`config.mk`:
```
export PLATFORM = sky130hd
export DESIGN_NAME = tagged_regfile_flat
export DESIGN_NICKNAME = d
export VERILOG_FILES = /design/src/rtl/tagged_regfile_pkg.sv /design/src/rtl/tagged_regfile_if.sv /design/src/rtl/tagged_regfile_rdport.sv /design/src/rtl/tagged_regfile.sv /design/src/flat_wrapper.sv
export SDC_FILE = /design/constraint.sdc
export NUM_CORES = 2
export LEC_CHECK = 0
export BUFFER_PORTS_ARGS = -buffer_cell sky130_fd_sc_hd__clkbuf_2
export CAP_MARGIN = 20
export CORE_MARGIN = 8
export CORE_UTILIZATION = 52
export CTS_BUF_LIST = sky130_fd_sc_hd__clkbuf_4
export CTS_CLUSTER_SIZE = 8
export DETAILED_ROUTE_END_ITERATION = 8
export GPL_TIMING_DRIVEN = 0
export PLACE_DENSITY = 0.67
export SLEW_MARGIN = 20
export SYNTH_ARGS = -nofsm -noshare
export SYNTH_HDL_FRONTEND = slang
export SYNTH_SLANG_ARGS = --single-unit
```
`constraint.sdc`:
```
create_clock -name clk -period 38.1 [get_ports clk]
set_input_delay 0 -clock clk [delete_from_list [all_inputs] [get_ports clk]]
set_output_delay 0 -clock clk [all_outputs]
set_load 0.01 [all_outputs]
```
`src/rtl/tagged_regfile_pkg.sv`:
```
// Shared configuration for the tagged register file. The ROB and the
// reservation stations import the same widths, zero constants and tag type.
package tagged_regfile_pkg;

  localparam int XLEN_DEF  = 32;
  localparam int NREG_DEF  = 32;
  localparam int AW_DEF    = $clog2(NREG_DEF);
  localparam int TAG_W_DEF = 4;
  localparam int NRD_DEF   = 2;

  localparam logic [XLEN_DEF-1:0] ZERO     = '0;
  localparam logic [AW_DEF-1:0]   ZERO_REG = '0;

  typedef logic [TAG_W_DEF-1:0] tag_t;

endpackage

```
`src/rtl/tagged_regfile_if.sv`:
```
// Rename, commit and read-port bundle between issue/RS/ROB and the register file.
interface tagged_regfile_if
  import tagged_regfile_pkg::*;
#(
  parameter int XLEN  = XLEN_DEF,
  parameter int AW    = AW_DEF,
  parameter int TAG_W = TAG_W_DEF,
  parameter int NRD   = NRD_DEF
);

  logic                  flush;
  logic                  rn_en;
  logic [AW-1:0]         rn_rd;
  logic [TAG_W-1:0]      rn_tag;
  logic                  cm_en;
  logic [AW-1:0]         cm_rd;
  logic [TAG_W-1:0]      cm_tag;
  logic [XLEN-1:0]       cm_data;
  logic [NRD*AW-1:0]     rd_addr;
  logic [NRD*XLEN-1:0]   rd_data;
  logic [NRD-1:0]        rd_busy;
  logic [NRD*TAG_W-1:0]  rd_tag;
  logic [AW:0]           busy_cnt;

  modport master (
    output flush, rn_en, rn_rd, rn_tag, cm_en, cm_rd, cm_tag, cm_data, rd_addr,
    input  rd_data, rd_busy, rd_tag, busy_cnt
  );

  modport slave (
    input  flush, rn_en, rn_rd, rn_tag, cm_en, cm_rd, cm_tag, cm_data, rd_addr,
    output rd_data, rd_busy, rd_tag, busy_cnt
  );

endinterface

```
`src/rtl/tagged_regfile_rdport.sv`:
```
// One combinational read port: register-0 decode, commit forwarding and
// fallback to the stored value/busy/tag.
module tagged_regfile_rdport
  import tagged_regfile_pkg::*;
#(
  parameter int XLEN  = XLEN_DEF,
  parameter int NREG  = NREG_DEF,
  parameter int AW    = AW_DEF,
  parameter int TAG_W = TAG_W_DEF
) (
  input  logic                        hold_zero_i,
  input  logic [AW-1:0]               addr_i,
  input  logic [NREG-1:0][XLEN-1:0]   regs_i,
  input  logic [NREG-1:0]             busy_i,
  input  logic [NREG-1:0][TAG_W-1:0]  tags_i,
  input  logic                        cm_en_i,
  input  logic [AW-1:0]               cm_rd_i,
  input  logic [TAG_W-1:0]            cm_tag_i,
  input  logic [XLEN-1:0]             cm_data_i,
  output logic [XLEN-1:0]             data_o,
  output logic                        busy_o,
  output logic [TAG_W-1:0]            tag_o
);

  localparam logic [AW-1:0]   REG0  = AW'(ZERO_REG);
  localparam logic [XLEN-1:0] DATA0 = XLEN'(ZERO);

  logic cm_hit;
  logic fwd;

  assign cm_hit = cm_en_i && (cm_rd_i == addr_i);
  // A commit to an idle register, or one whose tag matches the pending producer,
  // is visible to readers in the same cycle.
  assign fwd    = cm_hit && (!busy_i[addr_i] || (tags_i[addr_i] == cm_tag_i));

  // NOTE: every output gets a default before the priority chain, so no path
  // through this block can leave one unassigned and infer a latch.
  always_comb begin
    data_o = regs_i[addr_i];
    busy_o = busy_i[addr_i];
    tag_o  = tags_i[addr_i];
    if (hold_zero_i || (addr_i == REG0)) begin
      data_o = DATA0;
      busy_o = 1'b0;
      tag_o  = '0;
    end else if (fwd) begin
      data_o = cm_data_i;
      busy_o = 1'b0;
    end
  end

endmodule

```
`src/rtl/tagged_regfile.sv`:
```
// Integer register file with per-register busy/tag scoreboard, commit
// forwarding on NRD read ports and a registered busy count.
module tagged_regfile
  import tagged_regfile_pkg::*;
#(
  parameter int XLEN  = XLEN_DEF,
  parameter int NREG  = NREG_DEF,
  parameter int AW    = AW_DEF,
  parameter int TAG_W = TAG_W_DEF,
  parameter int NRD   = NRD_DEF
) (
  input logic             clk,
  input logic             rst,
  tagged_regfile_if.slave bus_if
);

  localparam logic [AW-1:0] REG0 = AW'(ZERO_REG);

  logic [NREG-1:0][XLEN-1:0]  regs_q, regs_d;
  logic [NREG-1:0]            busy_q, busy_d;
  logic [NREG-1:0][TAG_W-1:0] tags_q, tags_d;
  logic [AW:0]                busy_cnt_q, busy_cnt_d;

  logic cm_wr;
  logic rn_wr;

  assign cm_wr = bus_if.cm_en && (bus_if.cm_rd != REG0);
  assign rn_wr = bus_if.rn_en && !bus_if.flush && (bus_if.rn_rd != REG0);

  // Order matters: commit first, then flush clears busy, then rename overrides.
  always_comb begin
    regs_d = regs_q;
    busy_d = busy_q;
    tags_d = tags_q;

    if (cm_wr) begin
      regs_d[bus_if.cm_rd] = bus_if.cm_data;
      if (busy_q[bus_if.cm_rd] && (tags_q[bus_if.cm_rd] == bus_if.cm_tag)) begin
        busy_d[bus_if.cm_rd] = 1'b0;
      end
    end

    if (bus_if.flush) begin
      busy_d = '0;
    end

    if (rn_wr) begin
      busy_d[bus_if.rn_rd] = 1'b1;
      tags_d[bus_if.rn_rd] = bus_if.rn_tag;
    end

    busy_cnt_d = '0;
    for (int i = 1; i < NREG; i++) begin
      busy_cnt_d = busy_cnt_d + {{AW{1'b0}}, busy_d[i]};
    end
  end

  // NOTE: the storage array is reset along with the scoreboard because reads
  // right after reset must return zero, not whatever the flops powered up with.
  always_ff @(posedge clk or posedge rst) begin
    if (rst) begin
      regs_q     <= '0;
      busy_q     <= '0;
      tags_q     <= '0;
      busy_cnt_q <= '0;
    end else begin
      // NOTE: state updates use non-blocking assignment so every register
      // samples the pre-edge values regardless of statement order.
      regs_q     <= regs_d;
      busy_q     <= busy_d;
      tags_q     <= tags_d;
      busy_cnt_q <= busy_cnt_d;
    end
  end

  logic [NRD-1:0][XLEN-1:0]  rd_data_w;
  logic [NRD-1:0]            rd_busy_w;
  logic [NRD-1:0][TAG_W-1:0] rd_tag_w;

  for (genvar k = 0; k < NRD; k++) begin : g_rd
    tagged_regfile_rdport #(
      .XLEN  (XLEN),
      .NREG  (NREG),
      .AW    (AW),
      .TAG_W (TAG_W)
    ) u_rdport (
      .hold_zero_i (rst),
      .addr_i      (bus_if.rd_addr[k*AW +: AW]),
      .regs_i      (regs_q),
      .busy_i      (busy_q),
      .tags_i      (tags_q),
      .cm_en_i     (bus_if.cm_en),
      .cm_rd_i     (bus_if.cm_rd),
      .cm_tag_i    (bus_if.cm_tag),
      .cm_data_i   (bus_if.cm_data),
      .data_o      (rd_data_w[k]),
      .busy_o      (rd_busy_w[k]),
      .tag_o       (rd_tag_w[k])
    );
  end

  assign bus_if.rd_data  = rd_data_w;
  assign bus_if.rd_busy  = rd_busy_w;
  assign bus_if.rd_tag   = rd_tag_w;
  assign bus_if.busy_cnt = busy_cnt_q;

endmodule

```
`src/flat_wrapper.sv`:
```
// flat-port wrapper written by rule: the top's interface ports become plain ports
module tagged_regfile_flat import tagged_regfile_pkg::*;
#(
  parameter int XLEN  = XLEN_DEF,
  parameter int NREG  = NREG_DEF,
  parameter int AW    = AW_DEF,
  parameter int TAG_W = TAG_W_DEF,
  parameter int NRD   = NRD_DEF
)
  (clk, rst, bus_if_flush, bus_if_rn_en, bus_if_rn_rd, bus_if_rn_tag, bus_if_cm_en, bus_if_cm_rd, bus_if_cm_tag, bus_if_cm_data, bus_if_rd_addr, bus_if_rd_data, bus_if_rd_busy, bus_if_rd_tag, bus_if_busy_cnt);
  tagged_regfile_if #(.XLEN(XLEN), .AW(AW), .TAG_W(TAG_W), .NRD(NRD)) bus_if_i ();
  input logic clk;
  input logic rst;
  input wire logic [$bits(bus_if_i.flush)-1:0] bus_if_flush;
  input wire logic [$bits(bus_if_i.rn_en)-1:0] bus_if_rn_en;
  input wire logic [$bits(bus_if_i.rn_rd)-1:0] bus_if_rn_rd;
  input wire logic [$bits(bus_if_i.rn_tag)-1:0] bus_if_rn_tag;
  input wire logic [$bits(bus_if_i.cm_en)-1:0] bus_if_cm_en;
  input wire logic [$bits(bus_if_i.cm_rd)-1:0] bus_if_cm_rd;
  input wire logic [$bits(bus_if_i.cm_tag)-1:0] bus_if_cm_tag;
  input wire logic [$bits(bus_if_i.cm_data)-1:0] bus_if_cm_data;
  input wire logic [$bits(bus_if_i.rd_addr)-1:0] bus_if_rd_addr;
  output wire logic [$bits(bus_if_i.rd_data)-1:0] bus_if_rd_data;
  output wire logic [$bits(bus_if_i.rd_busy)-1:0] bus_if_rd_busy;
  output wire logic [$bits(bus_if_i.rd_tag)-1:0] bus_if_rd_tag;
  output wire logic [$bits(bus_if_i.busy_cnt)-1:0] bus_if_busy_cnt;
  assign bus_if_i.flush = bus_if_flush;
  assign bus_if_i.rn_en = bus_if_rn_en;
  assign bus_if_i.rn_rd = bus_if_rn_rd;
  assign bus_if_i.rn_tag = bus_if_rn_tag;
  assign bus_if_i.cm_en = bus_if_cm_en;
  assign bus_if_i.cm_rd = bus_if_cm_rd;
  assign bus_if_i.cm_tag = bus_if_cm_tag;
  assign bus_if_i.cm_data = bus_if_cm_data;
  assign bus_if_i.rd_addr = bus_if_rd_addr;
  assign bus_if_rd_data = bus_if_i.rd_data;
  assign bus_if_rd_busy = bus_if_i.rd_busy;
  assign bus_if_rd_tag = bus_if_i.rd_tag;
  assign bus_if_busy_cnt = bus_if_i.busy_cnt;
  tagged_regfile #(.XLEN(XLEN), .NREG(NREG), .AW(AW), .TAG_W(TAG_W), .NRD(NRD)) u_core (.clk(clk), .rst(rst), .bus_if(bus_if_i));
endmodule
```
==> qor.csv <==
metric,value,unit
dr.pass1.iters,6,
rsz0062_at_grt,false,
finalHoldViolCount,0,
num_vias,50698,
syn_nets,4900,
setup_tns,0,ns
cts_tree,built,
ios,145,
cap_violations,0,
max_freq,0.123,GHz
grt_overflow,0,
start_util,52.3,%
critPathSlowestCell,dlygate4sd3_1,
cts_hold_buf,146,
power_leakage,32.5,nW
report.final.slew_viol_count,0,
power.density,48.8,mW/mm^2
synth-edff-count,0,
ctsResizeCount,0,
setup_violations,0,
hpwl,174000,um
cts_setup_buffers,0,
fin_hold_ws,0.0380,ns
endpoint,u_core.bus_if.busy_cnt[4]$_DFF_PP0_,
yosysMostFrequentCell,dfrtp_1,
async_reset_ff_share,100,%
ys_top_cells_by_count,"dfrtp_1, mux4_2, nand2_1",
die_h,371,um
cts_buffers,341,
rr_startpoint,u_core.busy_q[12]$_DFF_PP0_,
die-area,0.138,mm^2
drive_gt1_share,40.3,%
cp-end-kind,register,
crit_chain,mux4_1 -> nor2b_1 -> a211oi_1 -> or4_1 -> nor4_4 -> nand2_4 -> dlygate4sd3_1 -> buf_6 -> o311ai_1 -> nand2_1 -> ha_1 -> fa_1 -> fa_1 -> fa_1 -> fa_1 -> inv_1 -> fa_1 -> fa_1 -> inv_1 -> ha_1 -> fa_1 -> a21o_1 -> a21oi_1 -> xnor2_1,
fin_nets,5541,
synthCells,4803,
yosys_most_used_dff,dfrtp_1,
synth.distinct_cells,73,
yosys.area.top_type_share,45.5,%
synth_seq_cells,1190,
hold_class,input port to async pin,
rows,130,
core-area,0.125,mm^2
r2r_cells,24,
cpMostUsedCell,fa_1,
yosysWarnings,0,
routed_wl,250000,um
start_kind,register,
status,finished clean,
grt_pass1_wl,359000,um
grt_max_degree,105,
required,39.31,ns
r2r_slack,29.99,ns
gp_congestion,1.02,
synth-seq-area-share,45.5,%
synthTopCellsByArea,"dfrtp_1, mux4_2, mux2_2",
grt_use_total,36.3,%
antenna_found_initial,7,
cpPeakStageDelay,0.73,ns
ir_worst_vdd,35.8,uV
skew,0.0527,ns
io_buffers,131,
synthesis.area,0.0655,mm^2
clockBufferDepth,4,
cts.sinks,1190,
drtIter0Drc,6880,
clk-insertion-delay-late,1.32,ns
ant_nets,0,
avgRoutedWirePerCell,34.1,um
avgSynthCellArea,13.6,um^2
cts_root_buffer,clkbuf_4,
grt_pass1_vias,51979,
worstSetupStartpoint,u_core.busy_q[12]$_DFF_PP0_,
critPathKind,register to register,
h-tree-depth,5,
syn_to_final_growth,13.5,%
drc,0,
r2r-end,u_core.bus_if.busy_cnt[4]$_DFF_PP0_,
die_w,371,um
routed_via_density,6.91,
worst_pin_slew,1.35,ns
yosysTopAreaCell,dfrtp_1,
critPathMaxFanout,10,
slew_headroom,10.3,%
crit_arrival,9.32,ns
clk_pin_slew,0.07,ns
fin_crit,8.11,ns
fin_crit_sh,21.3,%
where the power goes:
group	switching, mW	total [mW]	internal (mW)
registers	0.172	1.66	1.48
clock network	0.575	1.18	0.601
logic	0.358	0.796	0.438
total	1.10	3.63	2.52
cells in the final DEF, fill, tap and decap left out, types with 115 or more instances in the layout:
master         netlist  routed
clkbuf_4             0     484
mux4_2             731     731
mux2_2             642     642
buf_2              107     115
dfrtp_1           1190    1190
o21ai_0            494     494
nand2_1            645     645
clkbuf_2             0     168
clkbuf_1           328     293
dlygate4sd3_1        0     145
per-stage QoR:
step / util (%) / area [um^2] / cells / worst slack (ns) / power [mW]
6_report: 59.3 / 74300 / 7337 / 29.99 / 3.63
2_1_floorplan: - / 65500 / 4803 / 4.56 / 2.19
3_3_place_gp: 54.4 / 68200 / 6584 / -9.37 / 2.40
5_1_grt: 59.3 / 74300 / 7332 / 29.81 / 3.77
3_5_place_dp: 54.9 / 68700 / 6602 / 30.11 / 2.44
4_1_cts: 59.3 / 74200 / 7316 / 30.13 / 3.61
routing by layer:
| metal | share of wire (%) | global-route usage (%) | up-vias | wire length (um) |
|---|---|---|---|---|
| met5 | 0.074 | 0.890 | - | 185 |
| li1 | - | - | 19621 | - |
| met2 | 44 | 53.6 | 3771 | 110000 |
| met3 | 13 | 13.2 | 1079 | 31300 |
| met1 | 36 | 45.9 | 26221 | 90600 |
| met4 | 7.1 | 22.2 | 6 | 17900 |
worst min-delay path by stage:
stage	end	from	slack, ns	cells past startpoint
finish	u_core.busy_q[2]$_DFF_PP0_	rst	0.04	5
global route	u_core.busy_q[16]$_DFF_PP0_	rst	0.002	5
CTS	u_core.busy_q[2]$_DFF_PP0_	rst	0.002	5
detailed placement	u_core.bus_if.busy_cnt[5]$_DFF_PP0_	rst	0.09	2
global placement	u_core.busy_q[0]$_DFF_PP0_	bus_if_flush	0.25	2
floorplan	u_core.busy_q[0]$_DFF_PP0_	bus_if_flush	0.07	1
state kept, by name, indices dropped and copies added, names as in the netlist:
name,flops
u_core.tags_q,128
u_core.busy_q,32
u_core.bus_if.busy_cnt,6
u_core.regs_q,1024
logic make-up (layout without fill, tap and decap cells):
group | count (synthesis) | in the layout | synth area share, %
XOR/XNOR | 23 | 23 | 0.319
other | 0 | 18 | 0
multiplexers | 1476 | 1476 | 37.9
adder cells (fa/ha/maj) | 32 | 32 | 0.875
AO/OA/AOI/OAI | 690 | 690 | 6.36
buffers and inverters | 570 | 1436 | 3.79
flip-flops | 1190 | 1190 | 45.5
AND/OR/NAND/NOR | 822 | 822 | 5.24
worst max-delay path: cells and delay by family, from the launching register on:
kind	cells	cell delay (ns)
xor gates and xnor gates	1	0.13
AOI/OAI and AO/OA	4	0.72
and+or+nand+nor	5	1.55
muxes	1	0.27
DFF	1	0.42
adders and majority gates	9	3.89
buffers and inverters	4	1.03
cell type report:
class                      count  area, um^2
fill                       10159       50900
multi-input combinational   3043       33300
sequential                  1190       29800
clock buffer                 484        3630
timing repair buffer         298        2560
buffer                       503        2280
tap                         1650        2060
clock inverter                84         414
inverter                      67         259
antenna                       18        45.0
Power figures use the tool's default switching activity.
